[src/rtl/mem_data_loader.sv]
// mem_data_loader: assembles a low-byte-first serial stream into 16-bit words
// and writes them to consecutive data-memory addresses, stalling the CPU while
// a load runs. When idle, the CPU owns the memory port combinationally.
module mem_data_loader #(
    parameter int unsigned p_DATA_MEM_SIZE = 1024,
    parameter int unsigned p_WORD_LEN      = 16,
    parameter int unsigned p_ADDR_LEN      = 16
) (
    input  logic                  clk,
    input  logic                  rst,
    input  logic                  start,
    input  logic [p_ADDR_LEN-1:0] baseAddr,
    input  logic [p_ADDR_LEN-1:0] wordCount,
    input  logic [7:0]            byteIn,
    input  logic                  byteValid,
    output logic                  byteReady,
    input  logic [p_ADDR_LEN-1:0] cpuAddress,
    input  logic [p_WORD_LEN-1:0] cpuDataIn,
    input  logic                  cpuWriteEn,
    output logic [p_ADDR_LEN-1:0] memAddress,
    output logic [p_WORD_LEN-1:0] memDataIn,
    output logic                  memWriteEn,
    output logic                  busy,
    output logic                  done,
    output logic                  error
);

    typedef enum logic [2:0] {
        IDLE  = 3'd0,
        LO    = 3'd1,
        HI    = 3'd2,
        WRITE = 3'd3,
        DONE  = 3'd4
    } state_t;

    state_t                state;
    logic [p_ADDR_LEN-1:0] addr_reg;
    logic [p_ADDR_LEN-1:0] cnt_reg;
    logic [7:0]            lo_reg;
    logic [7:0]            hi_reg;
    logic                  we_reg;
    logic                  busy_reg;
    logic                  ready_reg;
    logic                  done_reg;
    logic                  error_reg;
    logic                  addr_in_range;
    logic                  idle;

    // Out-of-range words are counted but never reach memory.
    assign addr_in_range = (64'(addr_reg) < 64'(p_DATA_MEM_SIZE));
    assign idle          = (state == IDLE);

    // Loader FSM; all status outputs are registered alongside the state.
    always_ff @(posedge clk or posedge rst) begin
        if (rst) begin
            state     <= IDLE;
            addr_reg  <= '0;
            cnt_reg   <= '0;
            lo_reg    <= '0;
            hi_reg    <= '0;
            we_reg    <= 1'b0;
            busy_reg  <= 1'b0;
            ready_reg <= 1'b0;
            done_reg  <= 1'b0;
            error_reg <= 1'b0;
        end else begin
            we_reg   <= 1'b0;
            done_reg <= 1'b0;
            case (state)
                IDLE: begin
                    if (start) begin
                        busy_reg <= 1'b1;
                        if (wordCount == '0) begin
                            state    <= DONE;
                            done_reg <= 1'b1;
                        end else begin
                            addr_reg  <= baseAddr;
                            cnt_reg   <= wordCount;
                            error_reg <= 1'b0;
                            ready_reg <= 1'b1;
                            state     <= LO;
                        end
                    end
                end
                LO: begin
                    if (byteValid) begin
                        lo_reg <= byteIn;
                        state  <= HI;
                    end
                end
                HI: begin
                    if (byteValid) begin
                        hi_reg    <= byteIn;
                        ready_reg <= 1'b0;
                        we_reg    <= addr_in_range;
                        if (!addr_in_range) begin
                            error_reg <= 1'b1;
                        end
                        state     <= WRITE;
                    end
                end
                WRITE: begin
                    addr_reg <= addr_reg + p_ADDR_LEN'(1);
                    cnt_reg  <= cnt_reg - p_ADDR_LEN'(1);
                    if (cnt_reg == p_ADDR_LEN'(1)) begin
                        done_reg <= 1'b1;
                        state    <= DONE;
                    end else begin
                        ready_reg <= 1'b1;
                        state     <= LO;
                    end
                end
                DONE: begin
                    busy_reg <= 1'b0;
                    state    <= IDLE;
                end
                default: begin
                    busy_reg  <= 1'b0;
                    ready_reg <= 1'b0;
                    state     <= IDLE;
                end
            endcase
        end
    end

    // Memory port: CPU passthrough when idle (gated by reset), loader registers otherwise.
    assign memAddress = idle ? cpuAddress : addr_reg;
    assign memDataIn  = idle ? cpuDataIn  : p_WORD_LEN'({hi_reg, lo_reg});
    assign memWriteEn = idle ? (cpuWriteEn & ~rst) : we_reg;

    assign byteReady = ready_reg;
    assign busy      = busy_reg;
    assign done      = done_reg;
    assign error     = error_reg;

endmodule

[config.mk]
export PLATFORM = sky130hd
export DESIGN_NAME = mem_data_loader
export DESIGN_NICKNAME = d
export VERILOG_FILES = /design/src/rtl/mem_data_loader.sv
export SDC_FILE = /design/constraint.sdc
export NUM_CORES = 1
export LEC_CHECK = 0
export ABC_AREA = 1
export CAP_MARGIN = 20
export CORE_UTILIZATION = 35
export DETAILED_ROUTE_END_ITERATION = 7
export PLACE_DENSITY_LB_ADDON = 0.1
export SYNTH_ARGS = -nofsm -noshare
export SYNTH_HDL_FRONTEND = slang
export SYNTH_SLANG_ARGS = --single-unit
[constraint.sdc]
create_clock -name clk -period 2.5 [get_ports clk]
set_input_delay 0.375 -clock clk [delete_from_list [all_inputs] [get_ports clk]]
set_output_delay 0.375 -clock clk [all_outputs]
set_load 0.05 [all_outputs]
==> results_dict.tcl <==
set metrics [dict create \
    yosysWarnings 0 \
    cts_buffers 5 \
    areaGrowthSynthToFinish_pct 44.9 \
    cts_tree "yes" \
    grt_use_total 0.203 \
    cts_setup_buffers 0 \
    worstRegToRegCells 8 \
    gp_congestion 0.835 \
    peakVddDrop_uv 880 \
    first_pass_iters 4 \
    cts_buffer_depth 2 \
    grt_pass1_vias 3823 \
    synth-xor-area-share 0.00931 \
    drt-vias-per-instance 4.84 \
    core-area_mm2 0.0104 \
    synth_top_cell_by_area "dfrtp_1" \
    initialDrtViolationCount 237 \
    synth_cell_type_count 27 \
    arrival_ns 1.86 \
    synth_compound_area_frac 0.0918 \
    hpwl_um 8160 \
    diodes 0 \
    slew_headroom 0.504 \
    clock-sinks 56 \
    insertion_delay_ns 0.32 \
    synth_top_family_by_area "simple AND/OR/NAND/NOR gates" \
    clkPwrFrac 0.078 \
    overflow 0 \
    die_h_um 106 \
    comb_power_share 0.709 \
    drc 0 \
    n_fill_cell 1062 \
    maxCapViolations 0 \
    wire_per_inst_um 13.1 \
    synth-seq-cells 56 \
    path_class "reg -> out" \
    pwr-share-seq 0.213 \
    worst_slack_ns 0.261 \
    grt_max_degree 57 \
    layout-drive-gt1-share 0.0953 \
    crit_fanout 26 \
    synth_area_mm2 0.00376 \
    critPathCaptureType "primary output" \
    synth_seq_area_share 0.372 \
    cp.required_ns 2.12 \
    ctsResizeCount 0 \
    drv_slew 0 \
    grt_pass1_wl_um 18300 \
    power.leakage_nw 2.66 \
    rows 37 \
    finalCritPeriodShare 0.896 \
    antenna_left 0 \
    synthTopCellsByArea "dfrtp_1, nand2_1, nand3_1" \
    power_density_mw_per_mm2 1480 \
    wl_um 11000 \
    tns_ns 0 \
    status "finished clean" \
    period_minus_slack_ns 2.24 \
    ios 114 \
    num_vias 4062 \
    p_int_mw 3.93 \
    finalHoldViolCount 0 \
    worst_slew_pin_slew_ns 0.744 \
    switching_power_mw 4.13 \
    path_clk_slew_ns 0.11 \
    syn_area_per_cell_um2 6.31 \
    setup_viol 0 \
    synth_mux_area_frac 0 \
    start_util 0.363 \
    fin_hold_ws_ns 0.495 \
    place_ws_ns 0.551 \
    synth_nets 676 \
    cts_root_buf "clkbuf_8" \
    max_freq_ghz 0.447 \
    hold_class "reg -> reg" \
    fin_nets 782 \
    netlist_instances 596 \
    die_area_mm2 0.0112 \
    numPortBuffers 113 \
    die_width_um 106 \
    synth.top_cell.area_share 0.372 \
    rsz0062_at_grt "false" \
    h-tree-depth 2 \
    r2r_slack_ns 0.78 \
    yosys.area_share.simple 0.436 \
    synthAdderAreaFrac 0.00998 \
    fin_worst_skew_ns 0.0103 \
    antenna_found_initial 0 \
    netSwitchingFraction 0.513 \
    critPathCapture "memAddress[5]" \
    r2r_start "state[0]$_DFFE_PP0P_" \
    cts_hold_buf 0 \
    crit_path_start_kind "register" \
    startpoint "state[0]$_DFFE_PP0P_" \
    worstReg2RegEnd "cnt_reg[8]$_DFFE_PP0P_" \
]
power groups by stage:
stage	clock network, mW	registers [mW]	logic [mW]
3_3_place_gp	0	1.72	5.69
6_report	0.629	1.72	5.72
3_5_place_dp	0	1.74	5.74
4_1_cts	0.640	1.72	5.76
2_1_floorplan	0	1.66	3.46
5_1_grt	0.672	1.80	6.21
critical path, stage by stage, from the launching register on:
cell	delay (ns)
dfrtp_1	0.44
nor2_2	0.14
nand2_2	0.07
inv_2	0.28
buf_12	0.21
nand2_1	0.06
o21ai_0	0.14
buf_12	0.19
synth_stat cells:
| master | count |
|---|---|
| clkbuf_1 | 9 |
| o21ai_1 | 13 |
| a21oi_1 | 3 |
| nand4_1 | 5 |
| nand3b_1 | 5 |
| nor3_1 | 2 |
| ha_1 | 3 |
| inv_2 | 4 |
| buf_4 | 4 |
| o21ai_0 | 47 |
| nor2_4 | 3 |
| nand2_1 | 278 |
| nand3_1 | 48 |
| nand2_2 | 4 |
| dfrtp_1 | 56 |
| o211ai_1 | 1 |
| a31oi_1 | 1 |
| inv_1 | 44 |
| xor2_1 | 2 |
| buf_6 | 3 |
| buf_2 | 5 |
| and2_1 | 1 |
| or2_2 | 5 |
| xnor2_1 | 2 |
| nor2_2 | 2 |
| nor2_1 | 45 |
| a21oi_4 | 1 |
how the worst min path moves through the flow:
stage / slack [ns] / end / depth (start not counted) / start
after floorplan: 0.45 / hi_reg[0]$_DFFE_PP0P_ / 2 / hi_reg[0]$_DFFE_PP0P_
after global placement: 0.47 / lo_reg[4]$_DFFE_PP0P_ / 2 / lo_reg[4]$_DFFE_PP0P_
after detailed placement: 0.47 / lo_reg[1]$_DFFE_PP0P_ / 2 / lo_reg[1]$_DFFE_PP0P_
after CTS: 0.50 / lo_reg[1]$_DFFE_PP0P_ / 2 / lo_reg[1]$_DFFE_PP0P_
after global routing: 0.53 / byteReady$_DFFE_PP0P_ / 2 / byteReady$_DFFE_PP0P_
final: 0.50 / lo_reg[1]$_DFFE_PP0P_ / 2 / lo_reg[1]$_DFFE_PP0P_
cell families (layout without fill, tap and decap cells):
kind of cell | count (synthesis) | after routing
DFF | 56 | 56
buffers and inverters | 69 | 176
xor gates and xnor gates | 4 | 4
and+or+nand+nor | 398 | 398
adders and majority gates | 3 | 3
AOI/OAI and AO/OA | 66 | 66
placed cells by master, fill, tap and decap left out, types with 3 or more instances in the layout:
cell type / synthesis / routed
a21oi_1: 3 / 3
buf_12: 0 / 34
buf_4: 4 / 6
clkbuf_8: 0 / 5
clkdlybuf4s50_1: 0 / 80
dfrtp_1: 56 / 56
ha_1: 3 / 3
inv_1: 44 / 43
inv_2: 4 / 4
nand2_1: 278 / 278
nand2_2: 4 / 4
nand3_1: 48 / 48
nand3b_1: 5 / 5
nand4_1: 5 / 5
nor2_1: 45 / 45
nor2_4: 3 / 3
o21ai_0: 47 / 46
o21ai_1: 13 / 14
or2_2: 5 / 5
through the flow:
| stage | power, mW | cell area (um^2) | util | std cells |
|---|---|---|---|---|
| 3_3_place_gp | 7.41 | 5340 | 0.515 | 831 |
| 4_1_cts | 8.13 | 5450 | 0.526 | 839 |
| 2_1_floorplan | 5.12 | 3770 | - | 596 |
| 3_5_place_dp | 7.48 | 5340 | 0.515 | 831 |
| 6_report | 8.07 | 5450 | 0.526 | 839 |
| 5_1_grt | 8.68 | 5450 | 0.526 | 839 |
layout make-up:
cell class	instances	area, um^2	share of cell area
inverters	48	184	0.0337
clock buffers	6	72.6	0.0133
clock inverters	2	38.8	0.00711
repair buffers	120	1530	0.280
well taps	136	170	0.0312
flip-flops and latches	56	1400	0.257
multi-input cells	471	2060	0.378
routing by layer:
| metal | vias to the layer above | routed length [um] | GRT usage |
|---|---|---|---|
| met2 | 113 | 5100 | 0.335 |
| met1 | 1860 | 5030 | 0.270 |
| met5 | - | 0 | 0 |
| met4 | 0 | 111 | 0.0446 |
| met3 | 10 | 726 | 0.0451 |
| li1 | 2079 | - | - |
No activity file was read; power rests on OpenSTA's default activity.
==> RTL edit 1: new RTL, same settings <==
`p_WORD_LEN`: 16 -> 64.
--- a/src/rtl/mem_data_loader.sv
+++ b/src/rtl/mem_data_loader.sv
@@ -3,7 +3,7 @@
 // a load runs. When idle, the CPU owns the memory port combinationally.
 module mem_data_loader #(
     parameter int unsigned p_DATA_MEM_SIZE = 1024,
-    parameter int unsigned p_WORD_LEN      = 16,
+    parameter int unsigned p_WORD_LEN      = 64,
     parameter int unsigned p_ADDR_LEN      = 16
 ) (
     input  logic                  clk,
Interface: changed (resized cpuDataIn and memDataIn); port bits go from 114 to 210. The function was not compared with the original's and may differ.
==> RTL edit 1 against the unedited design <==
The flow now finishes with violations (DRC). Worst setup slack better by 0.089 ns. Cell area up 34%. Register-to-register slack worse by 0.03 ns. Synthesized area up 11%. Final cell count up 25%. Sequential cell count unchanged. Total power up 30%. Wire length up 30%. Critical path type unchanged. Highest routed layer unchanged.
==> RTL edit 1: results <==
metrics = {
    "routing": {
        "drt_pass1_iterations": 7,
        "vias": 4994,
        "drc": 40,
        "wire_per_inst_um": 13.6,
        "met2_length_mm": 6.94,
        "wl_met1_mm": 6.25,
        "top_layer": "met4",
        "first_iter_violations": 298,
        "wl_met3_um": 908,
    },
    "power_and_ir_drop": {
        "peakVddDrop_v": 0.000735,
        "p_leak_nw": 3.67,
    },
    "synthesis": {
        "synthesis.nets": 832,
        "ys.flop_type": "dfrtp_1",
        "synth.distinct_cells": 28,
        "ys_seq_area_share_pct": 33.7,
        "async_reset_ff_share_pct": 100,
        "ys_warn_count": 0,
        "ys_top_cells_by_count": "287 x nand2_1, 95 x inv_1, 95 x nor2_1, 56 x dfrtp_1, 46 x nand3_1",
        "ys_top_cells_by_area": "dfrtp_1 34%, nand2_1 26%, inv_1 8.6%",
    },
    "worst_setup_path": {
        "path_delay_family": "buffers and inverters",
        "crit_fanout": 27,
        "worstReg2RegEnd": "addr_reg[5]",
        "slowest_stage": "dfrtp_1",
        "r2r_start": "state[0]",
        "r2r_cells": 8,
        "critPathMaxStageDelay_ns": 0.43,
        "endpoint": "memAddress[5]",
        "path_class": "flop to output pin",
        "critPathArrivalTime_ns": 1.77,
        "regToRegSetupSlack_ns": 0.75,
    },
    "global_routing": {
        "track_usage_pct": 23.3,
        "antenna_found_initial": 0,
        "grt_pass1_vias": 4737,
        "grt_max_degree": 57,
        "grt_pass1_wl_mm": 23.3,
    },
    "min_path": {
        "hold_path.class": "flop to flop",
    },
    "sta": {
        "clock_skew_ns": 0.00714,
        "max_slew_margin_pct": 50.8,
    },
    "cells_and_area": {
        "drive_above_1_share_pct": 13.1,
        "fillerInstances": 1040,
        "layout.nets": 1031,
        "antenna_cells": 0,
    },
    "status": {
        "violations": "DRC",
        "status": "finished, violations left",
    },
    "clock_tree": {
        "ctsResizeCount": 0,
        "clk_latency_ns": 0.29,
        "cts_buffers": 5,
        "clk_pin_slew_ns": 0.07,
        "post_cts_buffers": 0,
        "cts_root_buf": "clkbuf_16",
        "htree_levels": 2,
        "clockBufferDepth": 2,
    },
    "placed_design": {
        "dp_hpwl_mm": 11.2,
        "numPortBuffers": 209,
        "globalplace.congestion": 0.894,
    },
}
## RTL edit 1: changes by cell type after synthesis, sizes merged, moves of 2 or more
| cell | unedited run | this run |
|---|---|---|
| a21boi | 0 | 2 |
| buf | 12 | 19 |
| clkbuf | 9 | 7 |
| inv | 48 | 99 |
| nand2 | 282 | 290 |
| nor2 | 50 | 99 |
| o21ai | 60 | 57 |
## RTL edit 1: worst min-delay path by stage
stage / start / end / slack, ns / cells after the start
global placement: byteReady / byteReady / 0.47 / 2
finish: lo_reg[2] / lo_reg[2] / 0.49 / 2
detailed placement: busy / busy / 0.47 / 2
CTS: lo_reg[2] / lo_reg[2] / 0.49 / 2
floorplan: hi_reg[0] / hi_reg[0] / 0.45 / 2
global route: hi_reg[0] / hi_reg[0] / 0.52 / 2
## RTL edit 1: area by class of cell
class / instances / area share, %
Multi-Input combinational cell: 523 / 30.6
Timing Repair Buffer: 218 / 40.6
Sequential cell: 56 / 19.1
Clock buffer: 5 / 1.71
Clock inverter: 3 / 0.324
Inverter: 99 / 5.12
Tap cell: 143 / 2.44
## RTL edit 1: power breakdown
part	internal (W)	switching (W)	leakage, nW
sequential	0.00132	0.000405	0.696
clock	0.000374	0.000333	0.0660
combinational	0.00332	0.00476	2.91
## RTL edit 1: logic make-up after synthesis
kind of cell	synth area share, %
simple gates	44.2
fa+ha+maj	0.902
compound gates	8.18
buf+inv	12.4
xor+xnor	0.632
flops	33.7
## RTL edit 1: routing by layer
metal	track usage [%]	vias to the layer above
li1	-	2530
met1	30.6	2254
met2	40.8	196
met3	2.95	14
met4	5.50	0
met5	0	-
## RTL edit 1: stage by stage
step	hold slack [ns]	total power, W	instance area (µm²)	setup slack, ns	instances
6_report	0.488	0.0105	7330	0.350	1047
5_1_grt	0.521	0.0112	7330	0.242	1047
4_1_cts	0.493	0.0105	7300	0.335	1046
3_5_place_dp	0.475	0.00978	7150	0.0468	1038
3_3_place_gp	0.468	0.00968	7150	0.129	1038
2_1_floorplan	0.453	0.00623	4160	0.223	704
## RTL edit 1: worst reg2reg max path: cells and delay by family (launching register included)
kind	cells	cell delay [ns]
DFF	1	0.42
and+or+nand+nor	4	0.31
AOI/OAI and AO/OA	2	0.43
buffers and inverters	2	0.51
==> RTL edit 2: new RTL, config.mk and constraints unchanged <==
Without the edit above. Make the reset (`rst`) synchronous in one clocked block.
--- a/src/rtl/mem_data_loader.sv
+++ b/src/rtl/mem_data_loader.sv
@@ -51,7 +51,7 @@
     assign idle          = (state == IDLE);
 
     // Loader FSM; all status outputs are registered alongside the state.
-    always_ff @(posedge clk or posedge rst) begin
+    always_ff @(posedge clk) begin
         if (rst) begin
             state     <= IDLE;
             addr_reg  <= '0;
Check against the original RTL: differs if rst is asserted again (counterexample within 4 cycles, from zero or initial values and one cycle with rst high); with rst held inactive, the same outputs for 10 cycles.
==> RTL edit 2 against the unedited design <==
Sequential cell count did not move. Non-clock buffer count fell by 1. Global-route usage rose by 0.50 points. Wire length rose by 4.2%. Synthesized cell count rose by 8.9%. Cell area fell by 1.0%. Total power fell by 14%. Worst setup slack got worse by 0.041 ns. Synthesized area fell by 0.76%. Largest cell class unchanged.
==> RTL edit 2: results <==
metrics = {
    "synthesis": {
        "ys.flop_type": "dfxtp_1",
        "ys_seq_area_share_pct": 30.0,
        "async_reset_ff_share_pct": 0,
        "ys_top_cells_by_count": "207 x nand2_1, 117 x nor2_1, 56 x dfxtp_1, 56 x o21ai_0, 49 x inv_1",
        "synthesis.nets": 729,
        "ys_warn_count": 0,
        "synth.distinct_cells": 30,
        "ys_top_cells_by_area": "dfxtp_1 30%, nand2_1 21%, nor2_1 12%",
    },
    "worst_setup_path": {
        "critPathArrivalTime_ns": 1.90,
        "regToRegSetupSlack_ns": 0.56,
        "r2r_start": "state[1]",
        "startpoint": "state[2]",
        "endpoint": "memAddress[3]",
        "worstReg2RegEnd": "cnt_reg[4]",
        "r2r_cells": 11,
        "crit_fanout": 49,
    },
    "status": {
        "status": "finished clean",
    },
    "sta": {
        "clock_skew_ns": 0.00918,
        "max_slew.worst_pin.slew_ns": 0.525,
    },
    "global_routing": {
        "grt_max_degree": 50,
        "met3_usage_pct": 3.90,
        "grt_pass1_vias": 4112,
        "track_usage_pct": 20.8,
        "grt_pass1_wl_mm": 19.0,
        "grt_use_met1_pct": 26.9,
        "use_met2_pct": 35.6,
    },
    "routing": {
        "first_iter_violations": 213,
        "vias": 4319,
        "wl_met3_um": 769,
        "finalWirelength_mm": 11.4,
        "drc": 0,
        "met2_length_mm": 5.18,
        "top_layer": "met4",
        "wl_met1_mm": 5.36,
        "drt_pass1_iterations": 5,
    },
    "placed_design": {
        "dp_hpwl_mm": 8.51,
        "globalplace.congestion": 0.825,
    },
    "power_and_ir_drop": {
        "p_leak_nw": 2.34,
        "p_sw_w": 0.00360,
        "peakVddDrop_v": 0.000826,
    },
    "cells_and_area": {
        "fillerInstances": 1068,
        "layout.nets": 828,
        "drive_above_1_share_pct": 9.08,
    },
    "min_path": {
        "whs_endpoint": "lo_reg[6]",
        "hold_start": "lo_reg[6]",
    },
    "clock_tree": {
        "clk_latency_ns": 0.32,
        "clockBufferDepth": 2,
        "ctsResizeCount": 1,
        "htree_levels": 2,
        "post_cts_buffers": 0,
        "cts_buffers": 5,
    },
}
-- RTL edit 2: through the flow --
stage | hold WS, ns | instances | utilization, % | cell area (µm²) | setup WS [ns]
final | 0.459 | 885 | 52.3 | 5400 | 0.220
after global routing | 0.477 | 885 | 52.3 | 5400 | 0.0836
after detailed placement | 0.444 | 877 | 51.0 | 5270 | 0.234
after floorplan | 0.425 | 649 | - | 3730 | 0.0553
after global placement | 0.441 | 877 | 51.0 | 5270 | 0.314
after CTS | 0.461 | 885 | 52.2 | 5390 | 0.00326
-- RTL edit 2: cell families after synthesis --
| kind of cell | Yosys count | share of synthesized area (%) |
|---|---|---|
| xor gates and xnor gates | 2 | 0.469 |
| DFF | 56 | 30.0 |
| AOI/OAI and AO/OA | 115 | 15.8 |
| adders and majority gates | 3 | 1.01 |
| and+or+nand+nor | 391 | 43.1 |
| buffers and inverters | 82 | 9.65 |
-- RTL edit 2: power by group through the flow --
stage                     clock [W]  combinational, W  sequential, W
after detailed placement          0           0.00473        0.00153
final                      0.000637           0.00475        0.00152
after CTS                  0.000654           0.00475        0.00151
after global routing       0.000675           0.00516        0.00157
after global placement            0           0.00467        0.00152
after floorplan                   0           0.00300        0.00149
-- RTL edit 2: worst max-delay path, stage by stage, from the launching register on --
cell and delay, ns:
dfxtp_1 0.45, inv_2 0.11, nand2_4 0.19, inv_8 0.13
buf_4 0.20, o21ai_0 0.29, buf_12 0.18
-- RTL edit 2: area by class of cell --
class / count / area share, %
Clock buffer: 5 / 1.28
Clock inverter: 3 / 0.881
Inverter: 55 / 4.10
Multi-Input combinational cell: 511 / 41.9
Sequential cell: 56 / 20.8
Tap cell: 136 / 3.15
Timing Repair Buffer: 119 / 27.9
